`config.mk`:
```
export PLATFORM = sky130hd
export DESIGN_NAME = fetch_stage
export DESIGN_NICKNAME = d
export VERILOG_FILES = /design/src/rtl/fetch_stage_pkg.sv /design/src/rtl/fetch_skid.sv /design/src/rtl/fetch_stage.sv
export SDC_FILE = /design/constraint.sdc
export NUM_CORES = 1
export LEC_CHECK = 0
export CAP_MARGIN = 20
export CORE_MARGIN = 10
export CORE_UTILIZATION = 55
export DETAILED_ROUTE_END_ITERATION = 8
export GPL_TIMING_DRIVEN = 0
export PLACE_DENSITY = 0.95
export SYNTH_ARGS = -nofsm -noshare
export SYNTH_HDL_FRONTEND = slang
export SYNTH_SLANG_ARGS = --single-unit
```
`constraint.sdc`:
```
create_clock -name i_clk -period 13 [get_ports i_clk]
set_clock_uncertainty 0.05 [all_clocks]
set_input_delay 1.95 -clock i_clk [delete_from_list [all_inputs] [get_ports i_clk]]
set_output_delay 1.95 -clock i_clk [all_outputs]
set_load 0.02 [all_outputs]
```
`src/rtl/fetch_stage_pkg.sv`:
```
// Shared fetch-stage definitions: default constants, FSM state encoding and PC helpers.
package fetch_stage_pkg;

    localparam logic [31:0] NOP_INST_DEFAULT   = 32'h0000_0013;
    localparam logic [31:0] RESET_ADDR_DEFAULT = 32'h0000_0000;

    typedef enum logic [1:0] {
        S_REQ   = 2'd0,
        S_WAIT  = 2'd1,
        S_HOLD  = 2'd2,
        S_DRAIN = 2'd3
    } fetch_state_e;

    function automatic logic [31:0] align_pc(input logic [31:0] pc);
        return {pc[31:2], 2'b00};
    endfunction

    function automatic logic [31:0] next_pc(input logic [31:0] pc);
        return pc + 32'd4;
    endfunction

endpackage

```
`src/rtl/fetch_skid.sv`:
```
// One-entry holding register for a fetched instruction that decode could not yet accept.
module fetch_skid (
    input  logic        i_clk,
    input  logic        i_rst,
    input  logic        i_load,
    input  logic        i_clear,
    input  logic [31:0] i_inst,
    input  logic [31:0] i_pc,
    output logic        o_valid,
    output logic [31:0] o_inst,
    output logic [31:0] o_pc
);

    logic        valid_q, valid_d;
    logic [31:0] inst_q, inst_d;
    logic [31:0] pc_q, pc_d;

    // Clear wins so a flush in the same cycle never leaves a stale entry behind.
    always_comb begin
        valid_d = valid_q;
        inst_d  = inst_q;
        pc_d    = pc_q;
        if (i_clear) begin
            valid_d = 1'b0;
        end else if (i_load) begin
            valid_d = 1'b1;
            inst_d  = i_inst;
            pc_d    = i_pc;
        end
    end

    always_ff @(posedge i_clk or posedge i_rst) begin
        if (i_rst) begin
            valid_q <= 1'b0;
            inst_q  <= 32'd0;
            pc_q    <= 32'd0;
        end else begin
            valid_q <= valid_d;
            inst_q  <= inst_d;
            pc_q    <= pc_d;
        end
    end

    assign o_valid = valid_q;
    assign o_inst  = inst_q;
    assign o_pc    = pc_q;

endmodule

```
`src/rtl/fetch_stage.sv`:
```
// Instruction fetch stage: single-outstanding imem requests, IF/ID register, skid and redirect flush.
module fetch_stage
    import fetch_stage_pkg::*;
#(
    parameter logic [31:0] RESET_ADDR = RESET_ADDR_DEFAULT,
    parameter logic [31:0] NOP_INST   = NOP_INST_DEFAULT
) (
    input  logic        i_clk,
    input  logic        i_rst,
    output logic        o_imem_req,
    output logic [31:0] o_imem_addr,
    input  logic        i_imem_gnt,
    input  logic        i_imem_rvalid,
    input  logic [31:0] i_imem_rdata,
    input  logic        i_redirect,
    input  logic [31:0] i_redirect_pc,
    output logic        o_valid,
    output logic [31:0] o_inst,
    output logic [31:0] o_pc,
    input  logic        i_ready
);

    fetch_state_e state_q, state_d;
    logic [31:0]  pc_q, pc_d;
    logic         if_valid_q, if_valid_d;
    logic [31:0]  if_inst_q, if_inst_d;
    logic [31:0]  if_pc_q, if_pc_d;

    logic         skid_load, skid_clear;
    logic         skid_valid;
    logic [31:0]  skid_inst, skid_pc;
    logic         slot_free, resp_owed;

    fetch_skid u_skid (
        .i_clk   (i_clk),
        .i_rst   (i_rst),
        .i_load  (skid_load),
        .i_clear (skid_clear),
        .i_inst  (i_imem_rdata),
        .i_pc    (pc_q),
        .o_valid (skid_valid),
        .o_inst  (skid_inst),
        .o_pc    (skid_pc)
    );

    assign slot_free = !if_valid_q || i_ready;
    assign resp_owed = ((state_q == S_WAIT)  && !i_imem_rvalid) ||
                       ((state_q == S_REQ)   &&  i_imem_gnt)    ||
                       ((state_q == S_DRAIN) && !i_imem_rvalid);

    always_comb begin
        state_d    = state_q;
        pc_d       = pc_q;
        if_valid_d = if_valid_q;
        if_inst_d  = if_inst_q;
        if_pc_d    = if_pc_q;
        skid_load  = 1'b0;
        skid_clear = 1'b0;

        if (if_valid_q && i_ready) begin
            if_valid_d = 1'b0;
            if_inst_d  = NOP_INST;
        end

        unique case (state_q)
            S_REQ: begin
                if (i_imem_gnt) state_d = S_WAIT;
            end
            S_WAIT: begin
                if (i_imem_rvalid) begin
                    pc_d = next_pc(pc_q);
                    if (slot_free) begin
                        if_valid_d = 1'b1;
                        if_inst_d  = i_imem_rdata;
                        if_pc_d    = pc_q;
                        state_d    = S_REQ;
                    end else begin
                        skid_load = 1'b1;
                        state_d   = S_HOLD;
                    end
                end
            end
            S_HOLD: begin
                if (i_ready) begin
                    if_valid_d = 1'b1;
                    if_inst_d  = skid_inst;
                    if_pc_d    = skid_pc;
                    skid_clear = 1'b1;
                    state_d    = S_REQ;
                end
            end
            S_DRAIN: begin
                if (i_imem_rvalid) state_d = S_REQ;
            end
        endcase

        // A redirect overrides everything; a response still in flight must be drained.
        if (i_redirect) begin
            pc_d       = align_pc(i_redirect_pc);
            if_valid_d = 1'b0;
            if_inst_d  = NOP_INST;
            skid_load  = 1'b0;
            skid_clear = 1'b1;
            state_d    = resp_owed ? S_DRAIN : S_REQ;
        end
    end

    always_ff @(posedge i_clk or posedge i_rst) begin
        if (i_rst) begin
            state_q    <= S_REQ;
            pc_q       <= RESET_ADDR;
            if_valid_q <= 1'b0;
            if_inst_q  <= NOP_INST;
            if_pc_q    <= RESET_ADDR;
        end else begin
            state_q    <= state_d;
            pc_q       <= pc_d;
            if_valid_q <= if_valid_d;
            if_inst_q  <= if_inst_d;
            if_pc_q    <= if_pc_d;
        end
    end

    assign o_imem_req  = (state_q == S_REQ);
    assign o_imem_addr = pc_q;
    assign o_valid     = if_valid_q;
    assign o_inst      = if_inst_q;
    assign o_pc        = if_pc_q;

    a_no_stray_rvalid: assert property (@(posedge i_clk) disable iff (i_rst)
        !(i_imem_rvalid && (state_q == S_REQ || state_q == S_HOLD)));

    a_hold_has_skid: assert property (@(posedge i_clk) disable iff (i_rst)
        (state_q == S_HOLD) |-> skid_valid);

endmodule

```
; Word level (Yosys, flattened, before mapping)
; Cells that the tools add are included.
[op_classes]
n_addsub = 1
n_eq_ne = 10
n_mux = 34
bitwise = 1
reduce_logical = 17
[ops]
columns = operator, count
row1 = two-way mux 32 bit, 11
row2 = one-hot mux 32 bit (2 select lines), 2
row3 = adder 32 x 3 -> 32 bit (second input constant), 1
row4 = two-way mux 2 bit, 7
row5 = two-way mux 1 bit, 12
row6 = != test 3 bit (second input constant), 3
row7 = one-hot mux 2 bit (4 select lines), 1
row8 = AND reduction 4 bit, 2
row9 = != test 2 bit (second input constant), 3
row10 = nonzero test 2 bit, 3
row11 = equality test 2 bit (second input constant), 2
row12 = logical AND 1 bit, 4
row13 = AND reduction 2 bit, 2
row14 = logical OR 1 bit, 3
row15 = != test 3 x 1 -> 1 bit (second input constant), 1
row16 = equality test 2 x 1 -> 1 bit (second input constant), 1
row17 = zero test 1 bit, 2
row18 = zero test 2 bit, 1
row19 = one-hot mux 1 bit (2 select lines), 1
row20 = NOT 1 bit, 1
[word_totals]
regBits = 163
input_bits = 70
out_inout_bits = 98
wordCells = 70

; Longest topological paths before layout
; Gate-level depths: netlist (run 1).
[logic_depth]
depth_word = 7
depth_mapped = 9
mapped_depth_nobuf = 6

; Hierarchy
; Synthesis (run 1) repeated with hierarchy kept, for this count alone.
[hier_totals]
hier_cells = 888
hier_area_um2 = 8754.6
[by_module_without_submodules]
columns = mod, n_inst, cells_each, area_per_inst_um2, seq_area_each_um2
row1 = fetch_stage, 1, 748, 6017.0, 2431.1
row2 = fetch_skid, 1, 140, 2737.6, 1626.6

; Least setup slack after synthesis (run 1)
; OpenSTA, ideal clock, no wires.
[synth_timing]
kind = input -> register
startpoint = input port i_imem_rvalid
endpoint = register u_skid.inst_q[0], in the netlist u_skid.o_inst[0]
setup_ps = 125
arrival_time_ps = 3475
t_required_ps = 12825
path_slack_ps = 9350
path_stages = 7
n_path_buf = 4
path_cell_list = buf_4 > and2_1 > clkbuf_1 > nor3b_1 > clkbuf_1 > buf_2 > mux2_2
[synth_via]
elab_chain_len = 4
[synth_rtl]
columns = element, line
row1 = "start, declared", fetch_stage.sv:13  ; input logic i_imem_rvalid,
row2 = two-way mux 1 bit, fetch_stage.sv:70  ; if (i_imem_rvalid) begin
row3 = two-way mux 1 bit, fetch_stage.sv:65  ; unique case (state_q)
row4 = two-way mux 1 bit, fetch_stage.sv:98  ; if (i_redirect) begin
row5 = AND reduction 2 bit (no line), -
row6 = "end signal, assigned", fetch_skid.sv:39  ; inst_q <= inst_d;
row7 = "end, declared", fetch_skid.sv:15  ; logic [31:0] inst_q, inst_d;
; No other way between the ends.
; A chain may end at the register's enable or synchronous reset.

; Worst setup path in the final report (run 1)
[layout_timing]
startpoint = input port i_ready
endpoint = register if_inst_q[21], in the netlist o_inst[21]
[layout_via]
elab_chain_len = 6
word_cells_on_any_way = 8
cone_classes = mux (6) / reduce/logical (2)
[layout_rtl]
columns = element, line
row1 = "start, declared", fetch_stage.sv:20  ; input logic i_ready
row2 = logical AND 1 bit, fetch_stage.sv:60  ; if (if_valid_q && i_ready) begin
row3 = two-way mux 32 bit, fetch_stage.sv:60
row4 = two-way mux 32 bit, fetch_stage.sv:72  ; if (slot_free) begin
row5 = two-way mux 32 bit, fetch_stage.sv:70
row6 = one-hot mux 32 bit (2 select lines) (*), fetch_stage.sv:65
row7 = two-way mux 32 bit (*), fetch_stage.sv:98
row8 = net if_inst_d[21], fetch_stage.sv:26  ; logic [31:0] if_inst_q, if_inst_d;
row9 = "end signal, assigned", fetch_stage.sv:119  ; if_inst_q <= if_inst_d;
row10 = "end, declared", fetch_stage.sv:26
; The timed path passes the listed nets; every way through them passes the cells marked *.

==> impl_summary.md, run 1 <==
Status
The run finished with clean final reports.

Worst setup path
The startpoint of the most critical register-to-register path is state_q[1]$_DFFE_PP0P_. The worst register-to-register path has a depth of 9. The classification of the worst setup path is in -> reg.

The start point of the critical path is i_ready. The worst register-to-register path has a setup slack of 10000 ps. The launching element type of the critical path is an input pin. The terminus of the critical flop-to-flop path is u_skid.o_inst[5]$_DFFE_PP0P_. The worst setup path is captured at a register. The required time at the endpoint of the critical path is 13280 ps. The critical path arrival is 4260 ps.

The highest fanout seen on the critical path is 10.

Route
For this block, the initial DRC count from the detailed router was 829. In the final routed layout, each cell accounts on average for 20.5 um. The number of optimization iterations in the first detailed-route pass is 6.

For this run, design rule violations remaining after detail routing come to 0. After detailed routing, the number of vias per cell comes to 6.35. The count of nets left with antenna violations once routing finished came out at 0. The routed wire length is 25200 um. The total vias in the final route is 7807.

GRT
The remaining global-route overflow is 0. In the global route stage, overall resource usage came out at 24.6%. Entering global routing, the biggest net connects 89 pins. The number of antenna violations at the first check in global routing came to 2. The number of global-route vias before repair came to 7818. The global-route wire length before repair is 40400 um.

Yosys
Summing every instance area after synthesis gives 8190 um^2. Sequential elements use 48.0% of the synthesized area. Counting flops with a built-in enable in the synthesized netlist gives 0. The synthesized design contains 157 register bits. The number of distinct library cell variants in the gate-level netlist after synthesis is 45. By area the synthesized netlist is led by dfrtp_1 47%, mux2_2 8.7%, o21ai_0 6.4%, a211oi_1 5.3%, nand2_1 3.9%. Counting instances in the post-synthesis netlist gives the leading cell types as 154 x dfrtp_1, 105 x o21ai_0, 86 x nand2_1. The dominant cell by count in the synthesized netlist is dfrtp_1.

Among all flip-flop cells after synthesis, the most frequent one is dfrtp_1. Counting flops with an async set or reset pin after synthesis yields a share of 100%. In the synthesized netlist, the number of instances is 853. Summed over all instances, the cell type with the most area after synthesis is dfrtp_1. The synthesized design devotes to its leading area cell type 47.1% of total area. The per-instance average area after synthesis is 9.60 um^2. For this run, the number of Yosys warnings is 0.

CTS
The clock passes through at most 2 buffers. For this design, the CTS-stage hold fixing added 0 buffers. The library cell used as clock root buffer is clkbuf_16. Post-CTS timing repair inserted 0 buffers for setup. In this run the number of H-tree levels came out at 4. The number of buffers added by the clock tree synthesis step is 17. The clock latency at the later pin of the worst-skew pair is 430 ps.

The clock sink total is 157. The clock slew at the register clock pins of the worst setup and hold paths is 60 ps. The clock tree from TritonCTS is done. The number of instances resized during post-cts repair is 0.

Power and ir drop
The overall power of the completed layout is 2.10 mW. The switching power share of the total is 37.8%. The power dissipated by switching net loads is 793 uW. The internal power summed over all cells is 1.31 mW. The worst supply voltage drop on vdd is 107 uV. The sequential cell fraction of total power is 36.9%. In this run, the clock network consumes 22.8% of the power. The power density relative to cell area is 198 nW/um^2. The combinational fraction of design power is 40.3%.

In this run the static leakage power is 4.47 nW.

STA
For the final routed database, the setup TNS stands at 0 ps. The worst-margin pin slew is 800 ps. In this run the tightest slew margin relative to its limit is 46.7%. The number of failing hold endpoints at the final stage is 0.

Setup violations remaining at the end of the flow were counted as 0. Setup repair after global routing left no endpoint under its margin. The final worst-path cycle share is 30.7%. Based on the critical path, the design can be clocked at up to 0.251 GHz. The count of pins over their slew limit is 0.

On the final layout, the worst hold slack is 428 ps. The final critical-path required period is 3990 ps.

Final layout
The number of fill cells is 970. The share of final-layout standard cells stronger than drive strength 1 is 11.1%. The final cell utilization of the core is 72.8%. In the final design database the tool counted 1112 nets. With fillers left out, the area of the finished cells amounts to 10600 um^2.

The growth of design area from synthesis to finish is 29.7%.

Floorplanning
Once the floorplan was initialized, standard cells occupied 56.1% of the core. During I/O placement, the number of pins put on the boundary was 168. Measured along the y axis, the die boundary spans 142 um. The floorplan core area is 14600 um^2. The die extent in x is 142 um. The die footprint is 20200 um^2.

The floorplan has 44 rows.

Placement
Detailed placement finished with a half-perimeter wire length of 17500 um. Input and output buffers added on the ports amount to 160. The weighted congestion reported at the end of routability-driven placement is 0.868. The cell area after placement is 10100 um^2.

Run
The total of max-cap violations is 0.

Min path
The startpoint of the most critical hold path is o_pc[28]$_DFFE_PP0P_. In this run the worst hold path is classified as reg -> reg. For hold timing, the worst endpoint is o_pc[28]$_DFFE_PP0P_. Counting instances, the worst hold path has a depth of 2.
## worst max-delay path: stages
cell and delay [ps]:
clkdlybuf4s50_1 560, clkbuf_1 320, nand2_1 150, clkbuf_1 390, clkbuf_1 450, a21oi_1 160
a211oi_1 270
## how the worst max path moves through the flow
| stage | end | cells past startpoint |
|---|---|---|
| 2_1_floorplan | o_imem_addr[10]$_DFFE_PP0N_ | 1 |
| 3_3_place_gp | o_pc[12]$_DFFE_PP0P_ | 2 |
| 3_5_place_dp | o_inst[26]$_DFF_PP0_ | 7 |
| 4_1_cts | o_imem_req | 3 |
| 5_1_grt | o_inst[23]$_DFF_PP0_ | 7 |
| 6_report | o_inst[21]$_DFF_PP0_ | 7 |
## final cells by class
| cell class | count | area, um^2 | share of cell area, % |
|---|---|---|---|
| Sequential cell | 157 | 3930 | 37.0 |
| Multi-Input combinational cell | 574 | 3750 | 35.3 |
| Timing Repair Buffer | 161 | 1630 | 15.3 |
| Clock buffer | 20 | 457 | 4.30 |
| Buffer | 82 | 358 | 3.37 |
| Tap cell | 184 | 230 | 2.17 |
| Inverter | 43 | 166 | 1.57 |
| Clock inverter | 8 | 95.1 | 0.895 |
| Antenna cell | 1 | 2.50 | 0.0236 |
## layout by cell type (no fill, tap or decap), drive strengths merged, types with 2 or more instances in the layout
master,n
xnor2,8
clkinv,5
a211oi,58
dfstp,3
nand3,13
o31ai,15
and2,2
or3,4
clkdlybuf4s50,160
nand2,86
clkbuf,80
mux2i,32
o21bai,2
xor2,3
or4,16
a31oi,17
conb,4
bufinv,2
nor3,2
mux2,63
nor4,2
dfrtp,154
buf,23
ha,6
a21oi,60
nand4,11
and3,31
clkinvlp,2
nor2,19
o21ai,105
a32o,3
inv,42
## per-stage QoR
step,instances,setup WS [ps]
4_1_cts,1229,9090
6_report,1230,9010
2_1_floorplan,856,6770
3_3_place_gp,1200,4730
5_1_grt,1230,8920
3_5_place_dp,1201,8660
## cell families (layout without fill, tap and decap cells)
logic type      after synthesis  in the layout  share of synthesized area, %
mux                          95             95                          12.6
flops                       157            157                          48.0
compound gates              266            266                          19.3
buf+inv                     125            314                          6.34
simple gates                192            192                          11.7
other cells                   1              5                        0.0458
fa+ha+maj                     6              6                         0.917
xor+xnor                     11             11                          1.18
## state kept, by name, summed over array words and instances (netlist names)
signal,cells
o_imem_addr,30
o_inst,32
o_pc,30
o_valid,1
state_q,2
u_skid.o_inst,32
u_skid.o_pc,30
## per-layer routing
layer	global-route usage, %	share of wire (%)	vias up
met5	0	0.052	-
met4	11.5	3.1	2
met3	6.78	11	80
met2	39.7	47	584
met1	30.1	38	3718
li1	-	-	3423
## power groups by stage
| stage | combinational, mW | sequential (mW) | clock [mW] |
|---|---|---|---|
| CTS | 0.838 | 0.770 | 0.481 |
| global route | 0.914 | 0.790 | 0.505 |
| global placement | 0.796 | 0.765 | 0 |
| finish | 0.847 | 0.775 | 0.479 |
| floorplan | 0.389 | 0.856 | 0 |
| detailed placement | 0.826 | 0.773 | 0 |
No activity file was read; power rests on OpenSTA's default activity.
==> inputs of run 2 (changes only) <==
CORE_UTILIZATION = 47   (was 55)
PLACE_DENSITY = 0.88   (was 0.95)
clock period = 3.5 ns   (was 13 ns; I/O delays follow)
==> run 2 against run 1 <==
  * Wire length down 2.2%
  * Flip-flop and latch count unchanged
  * Sequential power rose to 3.7 times the previous value
  * Combinational power increased to 3.7 times the previous value
  * Core utilization down 10 points
  * Worst setup slack worse by 8400 ps
  * Cell area rose by 1.2%
  * Critical path depth increased by 2
  * Die area is 15% higher
  * Clock power rose to 3.9 times the previous value
==> impl_summary.md, run 2 (synthesis gave the netlist of run 1 again) <==
Status
The run finished with clean final reports.

Final layout
The area growth from synthesis to layout is 31.2%. The post-layout net count came to 1114 (+0.18%). The final cell utilization of the core was 62.6% (-10 points).

The antenna diode count is 0 (-1). The top cell types in the final layout, fill and taps aside, are 160 x clkdlybuf4s50_1, 154 x dfrtp_1, 105 x o21ai_0. The share of final-layout standard cells stronger than drive strength 1 was 11.6% (+0.51 points). The final cell count without fillers is 1276 (+3.7%). The library cell used most frequently in the layout, excluding fill and tap cells, is clkdlybuf4s50_1. The number of fill cells came to 1360 (+40%).

Worst setup path
The most used cell along the critical path is clkbuf_1. The buffer and inverter count on the worst path came to 5 (+1). The required time at the endpoint of the critical path is 3770 ps (-9510 ps).

In this design, the largest share of critical-path delay is due to buffers and inverters. The highest fanout seen on the critical path is 10 (unchanged). The maximum cell stage delay along the critical path is 420 ps (-140 ps).

The critical path arrival is 3170 ps (-1090 ps). The library cell contributing the largest single delay on the critical path is dfrtp_1. By startpoint and endpoint, the worst setup path is classified as reg -> reg. The worst setup path is launched from a register. Walking the worst path, the cells encountered are inv_1, ha_1, buf_4, and2_1, clkbuf_1, nor3b_1, clkbuf_1, buf_2, mux2_2. STA classifies the critical path endpoint as a register.

Route
The number of optimization iterations in the first detailed-route pass is 6 (unchanged). The total vias in the final route was 7541 (-3.4%). The via-per-instance ratio is 5.91 (-6.9%). The routed wire length is 24700 um (-2.2%).

The number of nets still failing antenna checks after routing is 0 (unchanged). The post-detailed-route wirelength per cell is 19.4 um (-5.7%). The number of DRC markers after the initial detailed-route iteration is 627 (-24%). The residual DRC count was 0 (unchanged).

Floorplanning
The chip height is 152 um (+7.0%). The row count is 48 (+9.1%). The starting density of the core is 47.7% (-8.5 points). The die footprint is 23100 um^2 (+15%). The floorplan core area is 17200 um^2 (+18%). The die extent in x is 152 um (+7.0%). The number of top-level design ports came to 168 (unchanged).

CTS
The number of H-tree levels is 4 (unchanged). TritonCTS built the clock tree. The clock slew at the register clock pins of the worst setup and hold paths is 70 ps (about the same). The number of instances resized during post-cts repair is 0 (unchanged).

The number of buffers added by the clock tree synthesis step is 17 (unchanged). The clock latency at the later pin of the worst-skew pair is 430 ps (about the same). The buffer depth of the longest clock path is 2 (unchanged).

The clock sink total is 157 (unchanged). The tree is rooted in a clkbuf_16. The number of hold buffers added after cts is 0 (unchanged). The total setup buffers inserted after CTS was 0 (unchanged).

STA
Setup repair after global routing left no endpoint under its margin. Timing would allow up to 0.344 GHz. The worst-margin pin slew is 810 ps (+10.2 ps).

The headroom to the max-slew limit is 45.9% (-0.79 points). The number of failing hold endpoints at the final stage came to 0 (unchanged). The total setup violations reported at the end of the flow is 0 (unchanged).

The smallest setup slack after layout is 595 ps (-8420 ps). The final worst-path cycle share is 83.0%. The clock period could shrink to 2910 ps. The count of pins over their slew limit was 0 (unchanged).

GRT
The overall global routing resource usage was 20.9% (-3.8 points). The remaining global-route overflow came to 0 (unchanged). The number of global-route vias before repair is 7614 (-2.6%).

The largest net degree at the start of global routing came to 44 (-51%). The number of antenna violations at the first check in global routing is 0 (-2). The global-route wire length before repair is 40100 um (-0.58%).

Min path
The type of the most critical hold path is reg -> reg.

Power and ir drop
The cell leakage power came to 4.51 nW (+0.82%). The worst supply voltage drop on vdd is 473 uV (+340%). The power density relative to cell area was 730 nW/um^2 (+270%).

Placement
The weighted congestion reported at the end of routability-driven placement is 0.869 (+0.14%). The total instance count after detailed placement is 1244 (+3.6%). The worst slack after detailed placement is 585 ps (-8080 ps). The half-perimeter wire length of the detailed placement result is 17800 um (+1.7%). The number of input and output port buffers inserted is 160 (unchanged).

Run
The total of max-cap violations is 0 (unchanged).
-- run 2: cell count changes in the layout (fill, tap and decap cells not counted), sizes merged --
cell / delta
inv: +3
clkbuf: +1
diode: -1
buf: +2
-- run 2: final timing paths --
| check | slack, ps | cells past startpoint | from | end |
|---|---|---|---|---|
| max | 590 | 9 | state_q[1]$_DFFE_PP0P_ | u_skid.o_inst[4]$_DFFE_PP0P_ |
| min in group asynchronous | 540 | 2 | i_rst | u_skid.o_inst[28]$_DFFE_PP0P_ |
| min | 430 | 2 | o_pc[25]$_DFFE_PP0P_ | o_pc[25]$_DFFE_PP0P_ |
| max in group asynchronous | 1920 | 4 | i_rst | o_pc[18]$_DFFE_PP0P_ |
| max reg2reg | 590 | 9 | state_q[1]$_DFFE_PP0P_ | u_skid.o_inst[4]$_DFFE_PP0P_ |
| min reg2reg | 430 | 2 | o_pc[25]$_DFFE_PP0P_ | o_pc[25]$_DFFE_PP0P_ |
-- run 2: worst register-to-register path, delay by kind of cell, from the launching register on --
family,cells,cell delay (ps)
simple gates,2,370
mux,1,390
buf+inv,5,1420
fa+ha+maj,1,150
flops,1,420
-- run 2: where the power goes --
part           switching, mW  internal, mW  total [mW]
registers              0.448          2.42        2.87
logic                   1.73          1.37        3.10
clock network          0.768          1.12        1.88
total                   2.94          4.91        7.85
-- run 2: layout make-up --
cell class | count | area [um^2] | share of cell area, %
Multi-Input combinational cell | 574 | 3750 | 34.9
Inverter | 43 | 165 | 1.54
Clock inverter | 11 | 130 | 1.21
Buffer | 82 | 358 | 3.33
Tap cell | 225 | 282 | 2.62
Timing Repair Buffer | 163 | 1660 | 15.5
Clock buffer | 21 | 470 | 4.38
Sequential cell | 157 | 3930 | 36.6
-- run 2: through the flow --
stage | area (um^2) | hold WS [ps] | total power, mW | setup TNS (ps)
2_1_floorplan | 8200 | 430 | 4.62 | 0
3_3_place_gp | 10100 | 413 | 5.80 | -53260
3_5_place_dp | 10100 | 419 | 5.95 | 0
4_1_cts | 10700 | 433 | 7.86 | 0
5_1_grt | 10700 | 450 | 8.30 | 0
6_report | 10700 | 427 | 7.85 | 0
-- run 2: per-layer routing --
layer | vias up | wire (um) | track usage, % | share of wire (%)
li1 | 3435 | - | - | -
met5 | - | 0 | 0 | 0
met4 | 0 | 680 | 7.61 | 2.8
met2 | 424 | 11900 | 33.6 | 48
met1 | 3614 | 9810 | 25.9 | 40
met3 | 68 | 2290 | 6.12 | 9.3
==> inputs of run 3 (changes only) <==
CORE_UTILIZATION = 52   (was 47)
PLACE_DENSITY = 0.92   (was 0.88)
clock period = 2.9 ns   (was 3.5 ns; I/O delays follow)
==> run 3 against run 2 <==
  * Cell area hardly changed
  * Combinational power is 22% higher
  * Hold slack worse by 100 ps
  * Sequential power is 21% higher
  * Maximum frequency is 7.7% higher
  * Flip-flop and latch count stayed put
  * Wire length is 2.3% higher
  * Largest power group unchanged
  * Highest routed layer is now met5
==> impl_summary.md, run 3 (synthesis gave the netlist of run 1 again) <==
CTS
The total setup buffers inserted after CTS is 0 (unchanged). The buffer depth of the longest clock path was 2 (unchanged). The number of hold buffers added after cts is 0 (unchanged). The clock latency at the later pin of the worst-skew pair was 420 ps (about the same). The number of buffers added by the clock tree synthesis step was 17 (unchanged). The clock slew at the register clock pins of the worst setup and hold paths is 60 ps (about the same). TritonCTS built the clock tree.

The clock sink total is 157 (unchanged). The number of H-tree levels was 4 (unchanged). The library cell used as clock root buffer is clkbuf_16.

Floorplanning
The die footprint came to 21200 um^2 (-8.4%). The chip height is 145 um (-4.3%). The die extent in x was 145 um (-4.3%). The row count is 45 (-6.3%). The starting density of the core is 53.5% (+5.8 points). The floorplan core area is 15300 um^2 (-11%). The number of top-level design ports is 168 (unchanged).

Worst setup path
The critical path is of the reg -> reg type. STA classifies the critical path endpoint as a register. The cell family contributing the most delay on the critical path is buffers and inverters. The count of cells along the worst register-to-register path was 8 (-1).

The required time at the endpoint of the critical path was 3160 ps (-610 ps). The maximum cell stage delay along the critical path is 420 ps (about the same). The library cell contributing the largest single delay on the critical path is dfrtp_1. The signal on the critical path passes through inv_1, ha_1, buf_4, and2_1, nor3b_1, clkbuf_2, buf_2, mux2_2. The highest fanout seen on the critical path came to 10 (unchanged). The critical path arrival is 2950 ps (-220 ps). The buffer and inverter count on the worst path is 4 (-1). The worst setup path is launched from a register. The cell count along the critical path is 8 (-1).

STA
The total setup violations reported at the end of the flow was 0 (unchanged). The achievable clock frequency is 0.371 GHz (+7.7%). The worst-margin pin slew is 789 ps (-20.7 ps).

The final worst-path cycle share is 93.0% (+10 points). The number of failing hold endpoints at the final stage was 0 (unchanged). The count of pins over their slew limit is 0 (unchanged). Setup repair after global routing left no endpoint under its margin. The final critical-path required period came to 2700 ps (-209 ps). The smallest setup slack after layout is 203 ps (-391 ps). The headroom to the max-slew limit came to 47.4% (+1.5 points). The worst slack on hold paths came to 326 ps (-101 ps).

GRT
The overall global routing resource usage is 23.3% (+2.4 points). The number of global-route vias before repair was 7719 (+1.4%). The largest net degree at the start of global routing was 34 (-23%). The number of antenna violations at the first check in global routing is 1 (+1). The remaining global-route overflow is 0 (unchanged). The global-route wire length before repair is 40600 um (+1.1%).

Run
The total of max-cap violations came to 0 (unchanged).

Placement
The half-perimeter wire length of the detailed placement result was 17800 um (+0.15%). The number of input and output port buffers inserted is 160 (unchanged). The worst slack after detailed placement is -92.9 ps (-677 ps).

The weighted congestion reported at the end of routability-driven placement is 0.907 (+4.4%).

Final layout
The most common cell after layout, fill and taps aside is clkdlybuf4s50_1. The share of final-layout standard cells stronger than drive strength 1 is 11.6% (about the same). In the layout the commonest cells are 160 x clkdlybuf4s50_1, 154 x dfrtp_1, 105 x o21ai_0.

The growth of design area from synthesis to finish is 31.2% (about the same). The antenna diode count came to 0 (unchanged). The post-layout net count is 1115 (+0.090%).

Route
The number of DRC markers after the initial detailed-route iteration was 812 (+30%). The post-detailed-route wirelength per cell was 20.0 um (+3.4%). The residual DRC count came to 0 (unchanged). The number of optimization iterations in the first detailed-route pass is 6 (unchanged). The routed wire length is 25300 um (+2.3%). The via-per-instance ratio is 6.07 (+2.7%). The number of nets still failing antenna checks after routing is 0 (unchanged). The total vias in the final route is 7662 (+1.6%).

Power and ir drop
The power density relative to cell area is 880 nW/um^2 (+20%). The overall power of the completed layout is 9.46 mW (+20%). The cell leakage power came to 4.51 nW (about the same).

The worst supply voltage drop on vdd is 515 uV (+8.9%).

Status
The flow ran to the end, and the final reports show no timing, DRC or antenna violations.

Min path
The type of the most critical hold path is in -> async.
[run 3: metal layers]
| metal | GRT usage, % | part of all wire (%) | vias to the layer above |
|---|---|---|---|
| met1 | 28.4 | 38 | 3650 |
| met3 | 6.99 | 11 | 72 |
| met2 | 38.1 | 48 | 508 |
| li1 | - | - | 3430 |
| met4 | 8.59 | 2.6 | 2 |
| met5 | 0 | 0.079 | - |
[run 3: where the power goes]
group | total [mW] | internal, mW | switching, mW
clock network | 2.21 | 1.32 | 0.897
logic | 3.78 | 1.66 | 2.12
registers | 3.47 | 2.92 | 0.543
total | 9.46 | 5.90 | 3.56
[run 3: per-stage QoR]
| step | utilization, % | TNS (ps) | cell area [um^2] | instances |
|---|---|---|---|---|
| 2_1_floorplan | - | 0 | 8200 | 856 |
| 3_3_place_gp | 65.8 | -131040 | 10100 | 1227 |
| 3_5_place_dp | 66.4 | -3570 | 10200 | 1232 |
| 4_1_cts | 70.2 | 0 | 10700 | 1263 |
| 5_1_grt | 70.2 | 0 | 10700 | 1263 |
| 6_report | 70.2 | 0 | 10700 | 1263 |
[run 3: worst paths after layout]
path	startpoint	end	slack [ps]
hold reg to reg	o_pc[4]$_DFFE_PP0P_	o_pc[4]$_DFFE_PP0P_	430
max in group asynchronous	i_rst	o_imem_addr[16]$_DFFE_PP0N_	1530
setup reg to reg	state_q[1]$_DFFE_PP0P_	u_skid.o_pc[2]$_DFFE_PP0P_	200
setup / recovery	state_q[1]$_DFFE_PP0P_	u_skid.o_pc[2]$_DFFE_PP0P_	200
min in group i_clk	o_pc[4]$_DFFE_PP0P_	o_pc[4]$_DFFE_PP0P_	430
hold / removal	i_rst	u_skid.o_inst[7]$_DFFE_PP0P_	330
[run 3: final cells by class]
type / instances / area (um^2)
Timing Repair Buffer: 165 / 1700
Tap cell: 211 / 264
Sequential cell: 157 / 3930
Clock inverter: 9 / 111
Multi-Input combinational cell: 574 / 3750
Fill cell: 1104 / 4570
Inverter: 43 / 165
Buffer: 81 / 355
Clock buffer: 23 / 468
[run 3: repair_timing]
item,CTS,global route
resized for setup,0,2
setup endpoints to repair,60,60
pin swaps,0,0
[run 3: worst reg2reg max path, cell delays in order (launching register included)]
cell and delay (ps):
dfrtp_1 420, inv_1 120, ha_1 150, buf_4 170, and2_1 410, nor3b_1 270, clkbuf_2 270, buf_2 330
mux2_2 390
